==> src/rtl/atomicity_monitor_mr_pkg.sv <==
// Shared state/cause encodings and region address helper for the multi-region atomicity monitor.
package atomicity_pkg;

    typedef enum logic [2:0] {
        ST_NOT_RC = 3'd0,
        ST_FST    = 3'd1,
        ST_MID    = 3'd2,
        ST_LAST   = 3'd3,
        ST_KILL   = 3'd4
    } state_t;

    typedef enum logic [1:0] {
        CAUSE_NONE  = 2'd0,
        CAUSE_ENTRY = 2'd1,
        CAUSE_EXIT  = 2'd2,
        CAUSE_IRQ   = 2'd3
    } cause_t;

    localparam logic [7:0] COUNT_MAX  = 8'hFF;
    localparam int         MAX_ADDR_W = 32;

    // Address of the final instruction slot in a region (code is 16-bit aligned).
    function automatic logic [MAX_ADDR_W-1:0] LAST_ADDR(input logic [MAX_ADDR_W-1:0] base,
                                                         input logic [MAX_ADDR_W-1:0] size);
        return base + size - 32'd2;
    endfunction

endpackage

==> src/rtl/atomicity_monitor_mr_if.sv <==
// PC/IRQ observation bus and reset/diagnostic return path between CPU-side and the monitor.
interface atomicity_monitor_mr_if #(
    parameter int ADDR_W = 16
);
    logic [ADDR_W-1:0] pc;
    logic              pc_en;
    logic              irq;
    logic              reset;
    logic [1:0]        viol_cause;
    logic [1:0]        viol_region;
    logic [7:0]        viol_count;

    modport master (
        output pc, pc_en, irq,
        input  reset, viol_cause, viol_region, viol_count
    );

    modport slave (
        input  pc, pc_en, irq,
        output reset, viol_cause, viol_region, viol_count
    );
endinterface

==> src/rtl/atomicity_monitor_mr_region_dec.sv <==
// Classifies the current PC against one protected region: first, middle, last, or anywhere inside.
module atomicity_region_dec
    import atomicity_pkg::*;
#(
    parameter int ADDR_W = 16
) (
    input  logic [ADDR_W-1:0] i_pc,
    input  logic [ADDR_W-1:0] i_base,
    input  logic [ADDR_W-1:0] i_size,
    output logic              o_first,
    output logic              o_mid,
    output logic              o_last,
    output logic              o_in
);
    logic [ADDR_W-1:0] w_last_addr;

    assign w_last_addr = ADDR_W'(LAST_ADDR(MAX_ADDR_W'(i_base), MAX_ADDR_W'(i_size)));

    assign o_first = (i_pc == i_base);
    assign o_last  = (i_pc == w_last_addr);
    assign o_in    = (i_pc >= i_base) && (i_pc <= w_last_addr);
    assign o_mid   = o_in && !o_first && !o_last;
endmodule

==> src/rtl/atomicity_monitor_mr.sv <==
// Multi-region atomicity monitor: enforces entry at first / exit from last address, optional IRQ
// lockout, and raises a zero-latency reset request with sticky violation diagnostics.
module atomicity_monitor_mr
    import atomicity_pkg::*;
#(
    parameter int                            ADDR_W        = 16,
    parameter int                            NUM_REGIONS   = 2,
    parameter logic [NUM_REGIONS*ADDR_W-1:0] REGION_BASE   = {16'hE000, 16'hA000},
    parameter logic [NUM_REGIONS*ADDR_W-1:0] REGION_SIZE   = {16'h1000, 16'h4000},
    parameter logic [ADDR_W-1:0]             RESET_HANDLER = 16'hFFFE,
    parameter bit                            IRQ_KILL      = 1'b1
) (
    input logic                 clk,
    input logic                 rst,
    atomicity_monitor_mr_if.slave bus
);
    state_t           r_state;
    state_t           w_next_state;
    logic [1:0]       r_cur;
    logic [1:0]       w_next_cur;
    cause_t           r_cause;
    cause_t           w_viol_cause;
    logic [1:0]       r_region;
    logic [1:0]       w_viol_region;
    logic [7:0]       r_count;

    logic [NUM_REGIONS-1:0] w_first;
    logic [NUM_REGIONS-1:0] w_mid;
    logic [NUM_REGIONS-1:0] w_last;
    logic [NUM_REGIONS-1:0] w_in;

    logic       w_any_in;
    logic [1:0] w_hit;
    logic       w_hit_first;
    logic       w_cur_first;
    logic       w_cur_mid;
    logic       w_cur_last;
    logic       w_cur_in;
    logic       w_at_handler;
    logic       w_irq_kill;
    logic       w_viol_now;

    for (genvar g = 0; g < NUM_REGIONS; g++) begin : g_region
        atomicity_region_dec #(
            .ADDR_W (ADDR_W)
        ) u_dec (
            .i_pc    (bus.pc),
            .i_base  (REGION_BASE[g*ADDR_W +: ADDR_W]),
            .i_size  (REGION_SIZE[g*ADDR_W +: ADDR_W]),
            .o_first (w_first[g]),
            .o_mid   (w_mid[g]),
            .o_last  (w_last[g]),
            .o_in    (w_in[g])
        );
    end

    // Scan downward so the lowest-index region wins if regions ever overlap.
    always_comb begin
        w_any_in    = 1'b0;
        w_hit       = 2'd0;
        w_hit_first = 1'b0;
        for (int k = NUM_REGIONS - 1; k >= 0; k--) begin
            if (w_in[k]) begin
                w_any_in    = 1'b1;
                w_hit       = 2'(k);
                w_hit_first = w_first[k];
            end
        end
    end

    always_comb begin
        w_cur_first = 1'b0;
        w_cur_mid   = 1'b0;
        w_cur_last  = 1'b0;
        w_cur_in    = 1'b0;
        for (int k = 0; k < NUM_REGIONS; k++) begin
            if (r_cur == 2'(k)) begin
                w_cur_first = w_first[k];
                w_cur_mid   = w_mid[k];
                w_cur_last  = w_last[k];
                w_cur_in    = w_in[k];
            end
        end
    end

    assign w_at_handler = (bus.pc == RESET_HANDLER);
    assign w_irq_kill   = IRQ_KILL && bus.irq && w_cur_in &&
                          (r_state inside {ST_FST, ST_MID, ST_LAST});

    always_comb begin
        w_next_state  = r_state;
        w_next_cur    = r_cur;
        w_viol_cause  = CAUSE_NONE;
        w_viol_region = r_cur;
        if (bus.pc_en) begin
            if (w_irq_kill) begin
                w_next_state = ST_KILL;
                w_viol_cause = CAUSE_IRQ;
            end else begin
                case (r_state)
                    ST_NOT_RC: begin
                        if (w_any_in && w_hit_first) begin
                            w_next_state = ST_FST;
                            w_next_cur   = w_hit;
                        end else if (w_any_in) begin
                            w_next_state  = ST_KILL;
                            w_viol_cause  = CAUSE_ENTRY;
                            w_viol_region = w_hit;
                        end
                    end
                    ST_FST: begin
                        if (w_cur_mid) begin
                            w_next_state = ST_MID;
                        end else if (!w_cur_first) begin
                            w_next_state = ST_KILL;
                            w_viol_cause = CAUSE_EXIT;
                        end
                    end
                    ST_MID: begin
                        if (w_cur_last) begin
                            w_next_state = ST_LAST;
                        end else if (!w_cur_mid) begin
                            w_next_state = ST_KILL;
                            w_viol_cause = CAUSE_EXIT;
                        end
                    end
                    ST_LAST: begin
                        if (w_cur_last) begin
                            w_next_state = ST_LAST;
                        end else if (!w_any_in) begin
                            w_next_state = ST_NOT_RC;
                        end else if (w_hit_first && (w_hit != r_cur)) begin
                            // Back-to-back regions: leaving one at its last slot may enter the next.
                            w_next_state = ST_FST;
                            w_next_cur   = w_hit;
                        end else begin
                            w_next_state = ST_KILL;
                            w_viol_cause = CAUSE_EXIT;
                        end
                    end
                    ST_KILL: begin
                        if (w_at_handler) begin
                            w_next_state = ST_NOT_RC;
                        end
                    end
                    default: begin
                        w_next_state = ST_KILL;
                    end
                endcase
            end
        end
    end

    assign w_viol_now = bus.pc_en && (w_next_state == ST_KILL) && (r_state != ST_KILL);

    always_ff @(posedge clk or posedge rst) begin
        if (rst) begin
            r_state <= ST_KILL;
            r_cur   <= 2'd0;
        end else begin
            r_state <= w_next_state;
            r_cur   <= w_next_cur;
        end
    end

    always_ff @(posedge clk or posedge rst) begin
        if (rst) begin
            r_cause  <= CAUSE_NONE;
            r_region <= 2'd0;
            r_count  <= 8'd0;
        end else if (w_viol_now) begin
            r_cause  <= w_viol_cause;
            r_region <= w_viol_region;
            if (r_count != COUNT_MAX) begin
                r_count <= r_count + 8'd1;
            end
        end
    end

    assign bus.reset       = w_viol_now || ((r_state == ST_KILL) && !w_at_handler);
    assign bus.viol_cause  = r_cause;
    assign bus.viol_region = r_region;
    assign bus.viol_count  = r_count;
endmodule

==> src/flat_wrapper.sv <==
// flat-port wrapper written by rule: the top's interface ports become plain ports
module atomicity_monitor_mr_flat import atomicity_pkg::*;
#(
    parameter int                            ADDR_W        = 16,
    parameter int                            NUM_REGIONS   = 2,
    parameter logic [NUM_REGIONS*ADDR_W-1:0] REGION_BASE   = {16'hE000, 16'hA000},
    parameter logic [NUM_REGIONS*ADDR_W-1:0] REGION_SIZE   = {16'h1000, 16'h4000},
    parameter logic [ADDR_W-1:0]             RESET_HANDLER = 16'hFFFE,
    parameter bit                            IRQ_KILL      = 1'b1
)
  (clk, rst, bus_pc, bus_pc_en, bus_irq, bus_reset, bus_viol_cause, bus_viol_region, bus_viol_count);
  atomicity_monitor_mr_if #(.ADDR_W(ADDR_W)) bus_i ();
  input logic clk;
  input logic rst;
  input wire logic [$bits(bus_i.pc)-1:0] bus_pc;
  input wire logic [$bits(bus_i.pc_en)-1:0] bus_pc_en;
  input wire logic [$bits(bus_i.irq)-1:0] bus_irq;
  output wire logic [$bits(bus_i.reset)-1:0] bus_reset;
  output wire logic [$bits(bus_i.viol_cause)-1:0] bus_viol_cause;
  output wire logic [$bits(bus_i.viol_region)-1:0] bus_viol_region;
  output wire logic [$bits(bus_i.viol_count)-1:0] bus_viol_count;
  assign bus_i.pc = bus_pc;
  assign bus_i.pc_en = bus_pc_en;
  assign bus_i.irq = bus_irq;
  assign bus_reset = bus_i.reset;
  assign bus_viol_cause = bus_i.viol_cause;
  assign bus_viol_region = bus_i.viol_region;
  assign bus_viol_count = bus_i.viol_count;
  atomicity_monitor_mr #(.ADDR_W(ADDR_W), .NUM_REGIONS(NUM_REGIONS), .REGION_BASE(REGION_BASE), .REGION_SIZE(REGION_SIZE), .RESET_HANDLER(RESET_HANDLER), .IRQ_KILL(IRQ_KILL)) u_core (.clk(clk), .rst(rst), .bus(bus_i));
endmodule
==> config.mk <==
export PLATFORM = sky130hd
export DESIGN_NAME = atomicity_monitor_mr_flat
export DESIGN_NICKNAME = d
export VERILOG_FILES = /design/src/rtl/atomicity_monitor_mr_pkg.sv /design/src/rtl/atomicity_monitor_mr_if.sv /design/src/rtl/atomicity_monitor_mr_region_dec.sv /design/src/rtl/atomicity_monitor_mr.sv /design/src/flat_wrapper.sv
export SDC_FILE = /design/constraint.sdc
export NUM_CORES = 1
export LEC_CHECK = 0
export BUFFER_PORTS_ARGS = -buffer_cell sky130_fd_sc_hd__buf_2
export CORE_MARGIN = 2
export CORE_UTILIZATION = 45
export CTS_CLUSTER_DIAMETER = 100
export DETAILED_ROUTE_END_ITERATION = 10
export PLACE_DENSITY_LB_ADDON = 0.05
export SLEW_MARGIN = 20
export SYNTH_ARGS = -nofsm -noshare
export SYNTH_HDL_FRONTEND = slang
export SYNTH_SLANG_ARGS = --single-unit
==> constraint.sdc <==
create_clock -name clk -period 2.2 [get_ports clk]
set_input_delay 0.11 -clock clk [delete_from_list [all_inputs] [get_ports clk]]
set_output_delay 0.11 -clock clk [all_outputs]
set_load 0.02 [all_outputs]
; Yosys cells after proc, flatten, opt, wreduce, memory -nomap -nowiden
; Index checks and enable logic that the tools add are counted.
[word_totals]
ff_bits = 17
latchBits = 0
ram_bits = 0
romBits = 0
input_bits = 20
output_inout_bits = 13
wordCells = 103
n_memories = 0
[classes]
addsub = 1
multipliers = 0
n_div = 0
order_cmp = 4
eq_ne = 18
n_shift = 0
mux = 49
bitwise_logic = 1
n_reduce_logical = 25
[ops]
columns = operator, n
row1 = 16-bit == test (second input constant), 5
row2 = 2-bit 2-to-1 mux, 19
row3 = 3-bit 2-to-1 mux, 12
row4 = 16-bit >= comparator (second input constant), 2
row5 = 16-bit <= comparator (second input constant), 2
row6 = 1-bit 2-to-1 mux, 15
row7 = 3-bit one-hot mux with 5 select lines, 1
row8 = 1-bit logical AND, 13
row9 = 8-bit by 1-bit adder with 8-bit output (second input constant), 1
row10 = 8-bit inequality test (second input constant), 1
row11 = 2-bit one-hot mux with 4 select lines, 1
row12 = 7-bit AND reduction, 1
row13 = 3-bit by 2-bit == test with 1-bit output (second input constant), 2
row14 = 3-bit == test (second input constant), 2
row15 = 1-bit logical NOT, 5
row16 = 2-bit by 1-bit inequality test with 1-bit output (second input constant), 2
row17 = 2-bit inequality test (second input constant), 2
row18 = 2-bit one-hot mux with 2 select lines, 1
row19 = 3-bit by 1-bit == test with 1-bit output (second input constant), 1
row20 = 3-bit logical NOT, 1
row21 = 3-bit inequality test (second input constant), 1
row22 = 3-bit nonzero test, 1
row23 = 2-bit by 1-bit == test with 1-bit output (second input constant), 1
row24 = 2-bit logical NOT, 1
row25 = 5 further kinds, 5

; Longest topological paths before layout
; Gate-level depths: netlist (run 1).
[depth]
ltp_word = 16
depth_mapped = 10
ltp_nobuf = 8

; Cells and area by module
; A second synthesis (run 1) with hierarchy kept.
[hier_totals]
hier_cells = 601
hier_area_um2 = 4603.2
[modules_own_cells]
columns = module, n_inst, cells_each, area_each_um2, seq_area_each_um2
row1 = atomicity_region_dec, 2, 245, 1784.2, 0.0
row2 = atomicity_monitor_mr, 1, 111, 1034.7, 376.6

; Worst setup path before layout (run 1)
; OpenSTA, ideal clock, no wires.
[synth_path]
path_type = input-to-reg
start = in bus_pc[14]
end = reg u_core.r_count[5] (netlist: u_core.bus.viol_count[5])
setup_time_ps = 131
t_arrival_ps = 2082
required_ps = 2069
slack_ps = -13
path_stages = 9
n_path_buf = 1
path_cell_list = buf_2 > nand3b_1 > or4_4 > nand2b_4 > a21boi_4 > o31ai_4 > o211ai_2 > or4_1 > xnor2_1
[synth_via]
elab_chain_cells = 16
word_cells_on_any_way = 55
classes_between = order compare (4) / eq/ne (7) / mux (27) / reduce/logical (17)
[synth_rtl]
columns = element, line
row1 = from (decl), flat_wrapper.sv:15  ; input wire logic [$bits(bus_i.pc)-1:0] bus_pc;
row2 = 16-bit >= comparator or 16-bit <= comparator (tied branches), atomicity_monitor_mr_region_dec.sv:21  ; assign o_in = (i_pc >= i_base) && (i_pc <= w_last_addr);
row3 = 1-bit logical AND, atomicity_monitor_mr_region_dec.sv:21
row4 = 1-bit 2-to-1 mux (2 in a row), atomicity_monitor_mr.sv:63  ; if (w_in[k]) begin
row5 = 1-bit by 2-bit inequality test with 1-bit output, atomicity_monitor_mr.sv:132  ; end else if (w_hit_first && (w_hit != r_cur)) begin
row6 = 1-bit logical AND, atomicity_monitor_mr.sv:132
row7 = 3-bit 2-to-1 mux, atomicity_monitor_mr.sv:132
row8 = 3-bit 2-to-1 mux, atomicity_monitor_mr.sv:130  ; end else if (!w_any_in) begin
row9 = 3-bit 2-to-1 mux, atomicity_monitor_mr.sv:128  ; if (w_cur_last) begin
row10 = 3-bit one-hot mux with 5 select lines, atomicity_monitor_mr.sv:100  ; case (r_state)
row11 = 3-bit 2-to-1 mux *, atomicity_monitor_mr.sv:96  ; if (w_irq_kill) begin
row12 = 3-bit 2-to-1 mux *, atomicity_monitor_mr.sv:95  ; if (bus.pc_en) begin
row13 = 3-bit == test *, atomicity_monitor_mr.sv:154  ; assign w_viol_now = bus.pc_en && (w_next_state == ST_KILL) && (r_state != ST_KILL);
row14 = 1-bit logical AND * (2 in a row), atomicity_monitor_mr.sv:154
row15 = 2-bit AND reduction (no line) *, --
row16 = to (signal assigned), atomicity_monitor_mr.sv:175  ; r_count <= r_count + 8'd1;
row17 = to (decl), atomicity_monitor_mr.sv:25  ; logic [7:0] r_count;
; Every way passes the cells marked *; elsewhere a longest branch is shown, timed or not.
; A chain may end at the register's enable or synchronous reset.

; Worst setup path in the final report (run 1)
[layout_path]
start = reg u_core.r_cur[0]
end = reg u_core.r_count[5] (netlist: u_core.bus.viol_count[5])
[layout_via]
elab_chain_cells = 12
word_cells_on_any_way = 28
classes_between = eq/ne (3) / mux (18) / reduce/logical (7)
[layout_rtl]
columns = element, line
row1 = from (decl), atomicity_monitor_mr.sv:19  ; logic [1:0] r_cur;
row2 = from (signal assigned), atomicity_monitor_mr.sv:162  ; r_cur <= w_next_cur;
row3 = 1-bit by 2-bit inequality test with 1-bit output or 2-bit logical NOT (tied branches), "atomicity_monitor_mr.sv:132, atomicity_monitor_mr.sv:77"
row4 = 1-bit logical AND or 1-bit 2-to-1 mux (tied branches), "atomicity_monitor_mr.sv:132, atomicity_monitor_mr.sv:77"
row5 = 3-bit 2-to-1 mux or 1-bit 2-to-1 mux (tied branches), "atomicity_monitor_mr.sv:132, atomicity_monitor_mr.sv:77"
row6 = 3-bit 2-to-1 mux (on tied branches), "atomicity_monitor_mr.sv:130, atomicity_monitor_mr.sv:114, atomicity_monitor_mr.sv:122"
row7 = 3-bit 2-to-1 mux (on tied branches), "atomicity_monitor_mr.sv:128, atomicity_monitor_mr.sv:112, atomicity_monitor_mr.sv:120"
row8 = 3-bit one-hot mux with 5 select lines, atomicity_monitor_mr.sv:100
row9 = 3-bit 2-to-1 mux *, atomicity_monitor_mr.sv:96
row10 = 3-bit 2-to-1 mux *, atomicity_monitor_mr.sv:95
row11 = 3-bit == test *, atomicity_monitor_mr.sv:154
row12 = 1-bit logical AND * (2 in a row), atomicity_monitor_mr.sv:154
row13 = 2-bit AND reduction (no line) *, --
; Marks and branches as above.

==> impl_metrics.tcl, run 1 <==
set metrics [dict create \
    outcome "finished, violations left" \
    violations "negative setup slack" \
    viasPerCell 5.80 \
    antenna_left 0 \
    fmax_mhz 439 \
    final-max-slew-violation-count 0 \
    hold_viol_final 0 \
    critPathKind "reg2reg" \
    antenna_cells 0 \
    insertion_delay_ns 0.29 \
    cp-start-kind "flop" \
    r2r_cells 10 \
    hp-class "in2reg" \
    fin_crit_sh_pct 104 \
    fin_area_um2 1780 \
    drive_above_1_share_pct 47.2 \
    worstPathRequired_ns 2.39 \
    antenna_found_initial 0 \
    synth_seq_cells 15 \
    grt_pass1_wl_mm 5.47 \
    cts_made_buffers 3 \
    syn2layout_area_growth_pct 46.1 \
    maxCapViolCount 0 \
    post_dp_cell_area_um2 1570 \
    synth_fp_nets 159 \
    port_buffers 31 \
    finish.utilization_pct 70.7 \
    gp_congestion 0.973 \
    cts-root-buf "clkbuf_4" \
    synth_area_leaders "dfrtp_1 29%, xor2_1 5.0%, and4_1 4.3%" \
    grt_start_max_net_pins 16 \
    wl_mm 3.39 \
    synthesis.area_um2 1220 \
    r2r_end "u_core.bus.viol_count[5]" \
    worstHoldStart "bus_pc_en" \
    dr.pass1.iters 4 \
    std_cell_rows 18 \
    clk_path_buf_depth 2 \
    hold_depth 2 \
    finalWorstSetupSlack_ns -0.0780 \
    mostFrequentLayoutCell "buf_2" \
    async_flop_share_pct 100 \
    r2r_setup_slack_ns -0.08 \
    synth_edf_count 0 \
    die_h_um 56.1 \
    cts_tree "built" \
    cp_max_fo 4 \
    finalPower_w 0.00113 \
    first_global_vias 1259 \
    tightest_slew_ns 0.771 \
    period_needed_ns 2.28 \
    setup_violations 3 \
    synth_top_area_cell "dfrtp_1" \
    initial_core_util_pct 48.4 \
    synth_top_cell_area_share_pct 28.7 \
    cts_num_sinks 15 \
    ys_types 50 \
    wl_per_cell_um 14.8 \
    htree_levels 1 \
    synth_top_flop_cell "dfrtp_1" \
    drc 0 \
    num_io_pins 33 \
    worstSetupEndpointType "flop" \
    ys_seq_area_share_pct 30.8 \
    rsz0062_at_grt "yes" \
    die_w_um 56.1 \
    crit_arrival_ns 2.47 \
    clkSlewWorstSetupHoldPaths_ns 0.10 \
    core_area_um2 2520 \
    syn_inst 138 \
    vias 1329 \
    fin_skew_ns 0.00527 \
    cellPowerDensity_nw_per_um2 633 \
    ys_warn_count 0 \
    grt_overflow 0 \
    dp_hpwl_mm 2.41 \
    die_area_um2 3150 \
    synth_area_per_cell_um2 8.85 \
    drt_iter0_drc 42 \
    final_cell_mix "31 x buf_2, 25 x buf_4, 13 x dfrtp_1, 10 x nand2_1, 10 x nor2_1" \
    groute.usage.overall_pct 21.1 \
    r2r-start "u_core.r_cur[0]" \
    final_nets 221 \
    hold_end "u_core.r_state[0]" \
    hold_ws_ns 0.178 \
    vdd_ir_drop_max_v 0.000715 \
    relSlewSlack_pct 48.4 \
    leakagePower_nw 0.856 \
]
[logic make-up after synthesis]
| kind of cell | synth area share (%) |
|---|---|
| AOI/OAI and AO/OA | 20.0 |
| muxes | 2.77 |
| other | 0.307 |
| DFF | 30.8 |
| xor gates and xnor gates | 6.46 |
| adders and majority gates | 1.02 |
| buffers and inverters | 4.41 |
| and+or+nand+nor | 34.2 |
[sequential cells by signal (all words and copies together), names as in the netlist]
register,cells
u_core.r_state,3
u_core.bus.viol_cause,2
u_core.bus.viol_region,1
u_core.r_cur,1
u_core.bus.viol_count,8
[cell type report]
type | count | area (um^2)
multi-input combinational | 113 | 890
fill | 201 | 738
timing repair buffer | 64 | 440
tap | 30 | 37.5
clock inverter | 1 | 5.00
sequential | 15 | 378
clock buffer | 3 | 22.5
inverter | 3 | 11.3
[synthesized netlist by cell type (all sizes together), types with 2 or more instances]
master  count
xnor2       2
mux2        3
buf         6
xor2        7
o211ai      3
dfrtp      14
and4b       2
nor4        5
nand3       6
a21o        2
and4        6
nand3b      3
or4         2
nor3        4
nor2       12
nor3b       2
nand2      10
inv         3
a21oi       6
a211oi      2
or3         2
nor2b       2
o21ai       5
o31ai       3
a31oi       3
nand4       4
nand2b      2
[timing repair]
item                                    4_1_cts  5_1_grt
pin swaps                                    10        6
resized for setup                            15       13
endpoints found under the setup margin        4       11
hold endpoints to repair                     14        0
gates cloned                                  0        0
buffers inserted                              6        1
hold buffers                                  1        0
[per-stage QoR]
step                      instances  TNS, ns  setup WS [ns]
final                           229   -0.158        -0.0780
after global routing            229   -0.787         -0.171
after CTS                       228   -0.235        -0.0891
after detailed placement        217   -0.849         -0.171
after global placement          217   -0.516         -0.132
after floorplan                 138  -0.0127        -0.0127
[power breakdown]
part | switching, W | internal, W | total, W
registers | 0.0000888 | 0.000341 | 0.000430
clock network | 0.000104 | 0.0000677 | 0.000171
logic | 0.000271 | 0.000258 | 0.000529
[critical path, cell delays in order, from the launching register on]
cell      delay, ns
dfrtp_2        0.46
buf_6          0.13
a21o_1         0.18
nand2b_4       0.09
buf_4          0.12
o211ai_1       0.14
o31ai_4        0.10
o211ai_2       0.14
buf_6          0.16
or4_4          0.52
xnor2_2        0.14
[how the worst max path moves through the flow]
stage	startpoint	endpoint	cells after the start
CTS	u_core.r_cur[0]	u_core.bus.viol_count[5]	9
global route	u_core.r_cur[0]	u_core.bus.viol_count[5]	9
finish	u_core.r_cur[0]	u_core.bus.viol_count[5]	10
detailed placement	bus_pc[11]	u_core.bus.viol_count[5]	9
global placement	bus_pc[11]	u_core.bus.viol_cause[0]	8
floorplan	bus_pc[14]	u_core.bus.viol_count[5]	9
[routing by layer]
metal  track usage, %  share of wire [%]  vias up
met5                0                  0        -
met4             3.74                1.0        0
met1             26.4                 44      622
li1                 -                  -      644
met3             4.19                5.8        5
met2             37.8                 49       58
(Power assumes the default switching activity.)
==> run 2: changes to the inputs <==
--- a/config.mk
+++ b/config.mk
@@ -5,6 +5,7 @@
 export SDC_FILE = /design/constraint.sdc
 export NUM_CORES = 1
 export LEC_CHECK = 0
+export ABC_AREA = 1
 export BUFFER_PORTS_ARGS = -buffer_cell sky130_fd_sc_hd__buf_2
 export CORE_MARGIN = 2
 export CORE_UTILIZATION = 45
==> run 2 against run 1 <==
Net effect: the run now ends clean; core utilization down 14 points; synthesized cell count grew 80%; highest routed layer is now met3; routed wire length up 8.1%; via count up 26%; cell area is 5.0% higher; global-route usage shrank 0.73 points; combinational power fell by 11%; flip-flop and latch count stayed put; critical endpoint is now bus_reset; largest cell class unchanged; first-iteration DRC count grew 86%; cell count increased by 48%; non-clock buffer count fell by 21.
==> impl_metrics.tcl, run 2 <==
set metrics [dict create \
    outcome "finished clean" \
    setup_violations 0 \
    final-max-slew-violation-count 0 \
    viasPerCell 4.94 \
    antenna_found_initial 0 \
    startpoint "u_core.r_state[0]" \
    fin_tns_setup_ns 0 \
    leakagePower_nw 0.986 \
    ys_types 31 \
    synth_seq_cells 15 \
    period_needed_ns 2.07 \
    hold_viol_final 0 \
    drive_above_1_share_pct 27.6 \
    vias 1676 \
    ys_warn_count 0 \
    die_area_um2 3890 \
    synth_most_common_cell "nand2_1" \
    r2r_setup_slack_ns 0.29 \
    mostFrequentLayoutCell "nand2_1" \
    cts_tree "built" \
    synth_adder_area_share_pct 0.816 \
    critPathCapture "bus_reset" \
    insertion_delay_ns 0.29 \
    crit_arrival_ns 1.96 \
    clkSlewWorstSetupHoldPaths_ns 0.10 \
    gp_congestion 0.855 \
    port_buffers 31 \
    synth_edf_count 0 \
    num_io_pins 33 \
    clk_path_buf_depth 2 \
    hp-class "in2reg" \
    r2r-start "u_core.r_state[0]" \
    synth_xor_area_share_pct 3.43 \
    synth_top_flop_cell "dfrtp_1" \
    synth_top_family_by_area "simple AND/OR/NAND/NOR gates" \
    largest_reg_flops 8 \
    cp_num_buf_inv 3 \
    final_cell_mix "75 x nand2_1, 33 x nor2_1, 30 x buf_2, 27 x inv_1, 15 x nand4_1" \
    syn_inst 248 \
    first_global_vias 1512 \
    die_w_um 62.4 \
    finish.utilization_pct 56.6 \
    groute.usage.overall_pct 20.4 \
    fin_skew_ns 0.00204 \
    std_cell_rows 21 \
    grt_overflow 0 \
    wl_per_cell_um 10.8 \
    tightest_slew_ns 0.568 \
    synth_area_leaders "dfrtp_1 23%, nand2_1 19%, nor2_1 9.1%" \
    cts_num_sinks 15 \
    hold_depth 2 \
    final_cells 339 \
    dp_hpwl_mm 2.99 \
    fmax_mhz 482 \
    slowest_delay_ns 0.44 \
    cts_made_buffers 3 \
    synth_fp_nets 269 \
    cp_max_fo 5 \
    finalPower_w 0.00104 \
    vdd_ir_drop_max_v 0.000512 \
    relSlewSlack_pct 62.1 \
    r2r_cells 13 \
    die_h_um 62.4 \
    drt_iter0_drc 78 \
    ys_seq_area_share_pct 24.6 \
    async_flop_share_pct 100 \
    htree_levels 1 \
    final_nets 315 \
    antenna_left 0 \
    synth_compound_area_share_pct 8.65 \
    cts-root-buf "clkbuf_4" \
    cpMaxStageDelayCell "dfrtp_1" \
    maxCapViolCount 0 \
    cp_num_cells 12 \
    fin_crit_sh_pct 94.2 \
    synthesis.area_um2 1530 \
    cellPowerDensity_nw_per_um2 553 \
    wl_mm 3.67 \
    core_area_um2 3310 \
    dr.pass1.iters 4 \
    netlist_top_cells_count "79 x nand2_1, 37 x nor2_1, 28 x inv_1, 15 x nand4_1" \
    synth-simple-area-share_pct 53.5 \
    antenna_cells 0 \
    dpl.cell_count 329 \
    initial_core_util_pct 46.3 \
    synth_area_per_cell_um2 6.19 \
    critPathKind "reg2out" \
    r2r_end "u_core.bus.viol_count[6]" \
    worstPathRequired_ns 2.09 \
    synth.mux.area_fraction_pct 0 \
    cp_top_family "simple AND/OR/NAND/NOR gates" \
    hold_ws_ns 0.101 \
    worstSetupEndpointType "primary output" \
    grt_pass1_wl_mm 6.53 \
    drc 0 \
    synth_top_cell_area_share_pct 22.8 \
    syn2layout_area_growth_pct 22.2 \
    synth_top_area_cell "dfrtp_1" \
    grt_start_max_net_pins 16 \
    path_cells "nor2_1, inv_1, nor2_2, inv_1, nor2_2, nand2_1, nand3_1, o21ai_2, nand2_2, nand2_4, nand2_1, buf_4" \
    cp-start-kind "flop" \
]
-- run 2: cell count changes in the layout (fill, tap and decap cells not counted), moves of 5 or more --
cell,previous run,this run
o21ai_0,3,11
nor2_1,10,33
and4_1,6,0
nand2_1,10,75
nand3_1,6,14
buf_4,25,12
nor2_2,1,8
nand2_2,0,10
nand2_4,0,5
nand4_1,4,15
buf_6,6,0
inv_1,3,27
-- run 2: worst min-delay path by stage --
stage                   start  slack, ns                        to
global route        bus_pc_en       0.09         u_core.r_state[1]
CTS                 bus_pc_en       0.07         u_core.r_state[1]
global placement          rst       0.19  u_core.bus.viol_count[6]
finish              bus_pc_en       0.10         u_core.r_state[1]
floorplan                 rst       0.01  u_core.bus.viol_cause[0]
detailed placement        rst       0.19  u_core.bus.viol_count[7]
-- run 2: layout make-up --
type,count,area (um^2)
Clock inverter,1,5.00
Fill cell,370,1440
Clock buffer,3,22.5
Timing Repair Buffer,43,250
Multi-Input combinational cell,200,1050
Tap cell,46,57.6
Sequential cell,15,377
Inverter,31,116
-- run 2: power by group --
part | internal (W) | leakage (nW) | switching, W | total, W
clock | 0.0000677 | 0.0177 | 0.000101 | 0.000169
sequential | 0.000334 | 0.199 | 0.0000610 | 0.000395
combinational | 0.000182 | 0.770 | 0.000292 | 0.000473
-- run 2: logic make-up after synthesis --
| family | after synthesis |
|---|---|
| other cells | 1 |
| flops | 15 |
| compound gates | 22 |
| fa+ha+maj | 1 |
| simple gates | 170 |
| xor+xnor | 6 |
| buf+inv | 33 |
-- run 2: worst reg2reg max path: stages (launching register included) --
cell     delay [ns]
dfrtp_1        0.44
nor2_1         0.17
inv_1          0.11
nor2_2         0.15
inv_1          0.07
nor2_2         0.14
nand2_1        0.09
nand3_1        0.09
o21ai_2        0.06
nand2_2        0.09
buf_4          0.14
buf_4          0.15
nand4_1        0.08
nand2_1        0.09
-- run 2: metal layers --
layer,vias up,share of wire (%),GRT usage [%]
li1,887,-,-
met1,758,51,29.9
met2,31,45,31.7
met3,0,3.8,3.78
met4,0,0,4.17
met5,-,0,0
-- run 2: through the flow --
step / setup slack (ns) / area [um^2]
detailed placement: 0.0630 / 1770
global route: -0.0124 / 1870
global placement: 0.0715 / 1770
floorplan: 0.409 / 1530
finish: 0.127 / 1870
CTS: 0.0362 / 1820
-- run 2: repair_timing --
item,4_1_cts,5_1_grt
pin swaps,0,2
setup endpoints to repair,1,1
resized for setup,2,10
hold buffers,1,0
setup buffers,0,5
hold endpoints to repair,14,0
==> run 3: changes to the inputs <==
--- a/config.mk
+++ b/config.mk
@@ -15,4 +15,5 @@
 export SLEW_MARGIN = 20
 export SYNTH_ARGS = -nofsm -noshare
 export SYNTH_HDL_FRONTEND = slang
+export SYNTH_HIERARCHICAL = 1
 export SYNTH_SLANG_ARGS = --single-unit
==> run 3 against run 2 <==
Net effect: first-iteration DRC count up 110%; core utilization increased by 6.7 points; clock skew is 0.0070 ns higher; routed wire length increased to 3.5 times the previous value; cell count rose to 3.2 times the previous value; clock power rose by 37%; die area grew to 3.1 times the previous value; clock-buffer cell count unchanged; flip-flop and latch count stayed put; synthesized cell count grew to 3.2 times the previous value; critical endpoint unchanged; largest cell class unchanged; largest power group unchanged.
==> impl_metrics.tcl, run 3 <==
set metrics [dict create \
    crit_arrival_ns 2.08 \
    setup_violations 0 \
    finalPower_w 0.00314 \
    cpMaxStageDelayCell "ha_1" \
    synth_edf_count 0 \
    largest_reg_flops 8 \
    post_dp_cell_area_um2 5850 \
    die_w_um 110 \
    groute.usage.overall_pct 22.0 \
    viasPerCell 4.73 \
    path_cells "buf_12, ha_1, nand2_2, o21ai_1, a21oi_1, nand2_1, nand2_1, nand2_2, inv_4, inv_4, nand2_2, nand2_1, nand2_1, nand2_2, nand3_2, nand2_2, inv_2, nand2_4, nand2_4, o21ai_1, buf_4" \
    die_h_um 110 \
    critPathKind "in2out" \
    core_area_um2 10900 \
    first_global_vias 5064 \
    fin_area_um2 6890 \
    slowest_delay_ns 0.29 \
    worstSetupEndpointType "primary output" \
    synth_top_flop_cell "dfrtp_1" \
    synth_adder_area_share_pct 31.4 \
    cp_top_family "simple AND/OR/NAND/NOR gates" \
    outcome "finished clean" \
    rsz0062_at_grt "yes" \
    grt_pass1_wl_mm 21.7 \
    cts_made_buffers 3 \
    std_cell_rows 38 \
    insertion_delay_ns 0.26 \
    dp_hpwl_mm 10.2 \
    cp-start-kind "input pin" \
    htree_levels 1 \
    final_cell_mix "170 x inv_1, 169 x nand2_1, 79 x ha_1, 69 x conb_1, 46 x buf_4" \
    fin_crit_sh_pct 99.5 \
    fin_skew_ns 0.00900 \
    synth_seq_cells 15 \
    synth_top_cell_area_share_pct 30.6 \
    mostFrequentLayoutCell "inv_1" \
    final-max-slew-violation-count 0 \
    antenna_found_initial 0 \
    port_buffers 31 \
    hold_ws_ns 0.121 \
    cellPowerDensity_nw_per_um2 456 \
    drc 0 \
    async_flop_share_pct 100 \
    cp_num_buf_inv 5 \
    wl_per_cell_um 11.8 \
    synth-simple-area-share_pct 29.1 \
    critical_path.most_common_cell "nand2_2" \
    syn_inst 799 \
    synth_xor_area_share_pct 4.87 \
    synth_top_area_cell "ha_1" \
    cts_tree "built" \
    synth_area_per_cell_um2 6.30 \
    ys_warn_count 6 \
    synth.mux.area_fraction_pct 0 \
    final_nets 1091 \
    leakagePower_nw 3.73 \
    num_io_pins 33 \
    antenna_cells 0 \
    dr.pass1.iters 4 \
    die_area_um2 12000 \
    fmax_mhz 457 \
    syn2layout_area_growth_pct 36.9 \
    worstPathRequired_ns 2.09 \
    synth_top_family_by_area "adder cells" \
    wl_mm 12.8 \
    ys_types 41 \
    relSlewSlack_pct 58.6 \
    netlist_top_cells_count "207 x nand2_1, 173 x inv_1, 123 x ha_1, 50 x nor2_1, 45 x a21oi_1" \
    grt_start_max_net_pins 16 \
    vdd_ir_drop_max_v 0.000363 \
    synth_compound_area_share_pct 12.1 \
    tightest_slew_ns 0.621 \
    synth_area_leaders "ha_1 31%, nand2_1 15%, inv_1 13%" \
    drt_iter0_drc 166 \
    clk_path_buf_depth 2 \
    finish.utilization_pct 63.3 \
    antenna_left 0 \
    maxCapViolCount 0 \
    drive_above_1_share_pct 24.9 \
    synthesis.area_um2 5030 \
    initial_core_util_pct 46.2 \
    grt_overflow 0 \
    gp_congestion 0.899 \
    period_needed_ns 2.19 \
    synth_most_common_cell "nand2_1" \
    hp-class "in2reg" \
    cp_max_fo 5 \
    clkSlewWorstSetupHoldPaths_ns 0.07 \
    hold_viol_final 0 \
    vias 5131 \
    cts_num_sinks 15 \
    ys_seq_area_share_pct 7.48 \
    cts-root-buf "clkbuf_8" \
]
run 3: path summary, 6_finish.rpt:
path / slack, ns / startpoint / end / cells past startpoint
max: 0.01 / bus_pc[14] / bus_reset / 21
min: 0.12 / bus_pc_en / u_core/r_state[0] / 2
max reg2reg: 0.37 / u_core/bus.viol_count[0] / u_core/bus.viol_count[3] / 7
min reg2reg: 0.48 / u_core/bus.viol_cause[1] / u_core/bus.viol_cause[1] / 2
max in group asynchronous: 1.32 / rst / u_core/bus.viol_count[3] / 3
min in group asynchronous: 0.47 / rst / u_core/bus.viol_cause[0] / 3
run 3: report_power, final:
group	total [W]	switching [W]	internal, W
clock network	0.000231	0.000105	0.000126
registers	0.000419	0.0000750	0.000344
logic	0.00249	0.00143	0.00107
run 3: per-layer routing:
metal  share of wire, %  GRT usage (%)  wire [um]  vias up
met4               0.68           2.89         87        0
met1                 47           28.7       6060     2314
li1                   -              -          -     2745
met2                 49           39.9       6280       62
met5                  0              0          0        -
met3                2.7           2.07        349       10
run 3: kinds of logic after synthesis:
group                    after synthesis
AND/OR/NAND/NOR                      338
buffers and inverters                192
adder cells (fa/ha/maj)              125
AO/OA/AOI/OAI                         99
XOR/XNOR                              28
flip-flops                            15
other                                  2
run 3: area by class of cell:
| cell class | count | area, um^2 |
|---|---|---|
| Clock inverter | 1 | 5.00 |
| Clock buffer | 3 | 41.3 |
| Sequential cell | 15 | 377 |
| Timing Repair Buffer | 79 | 634 |
| Multi-Input combinational cell | 659 | 4940 |
| Inverter | 188 | 719 |
| Fill cell | 986 | 4000 |
| Tap cell | 140 | 175 |
run 3: through the flow:
| stage | TNS [ns] | setup WS (ns) | std cells |
|---|---|---|---|
| 3_5_place_dp | -4.73 | -0.385 | 1069 |
| 4_1_cts | -0.0157 | -0.0157 | 1084 |
| 3_3_place_gp | -3.55 | -0.289 | 1069 |
| 6_report | 0 | 0.0104 | 1085 |
| 2_1_floorplan | 0 | 0.102 | 866 |
| 5_1_grt | -0.961 | -0.178 | 1085 |
run 3: what timing repair did:
item | CTS | global route
resized for setup | 103 | 57
endpoints found under the setup margin | 10 | 14
pin swaps | 32 | 34
setup buffers | 10 | 2
endpoints found under the hold margin | 14 | 0
hold buffers | 1 | 0
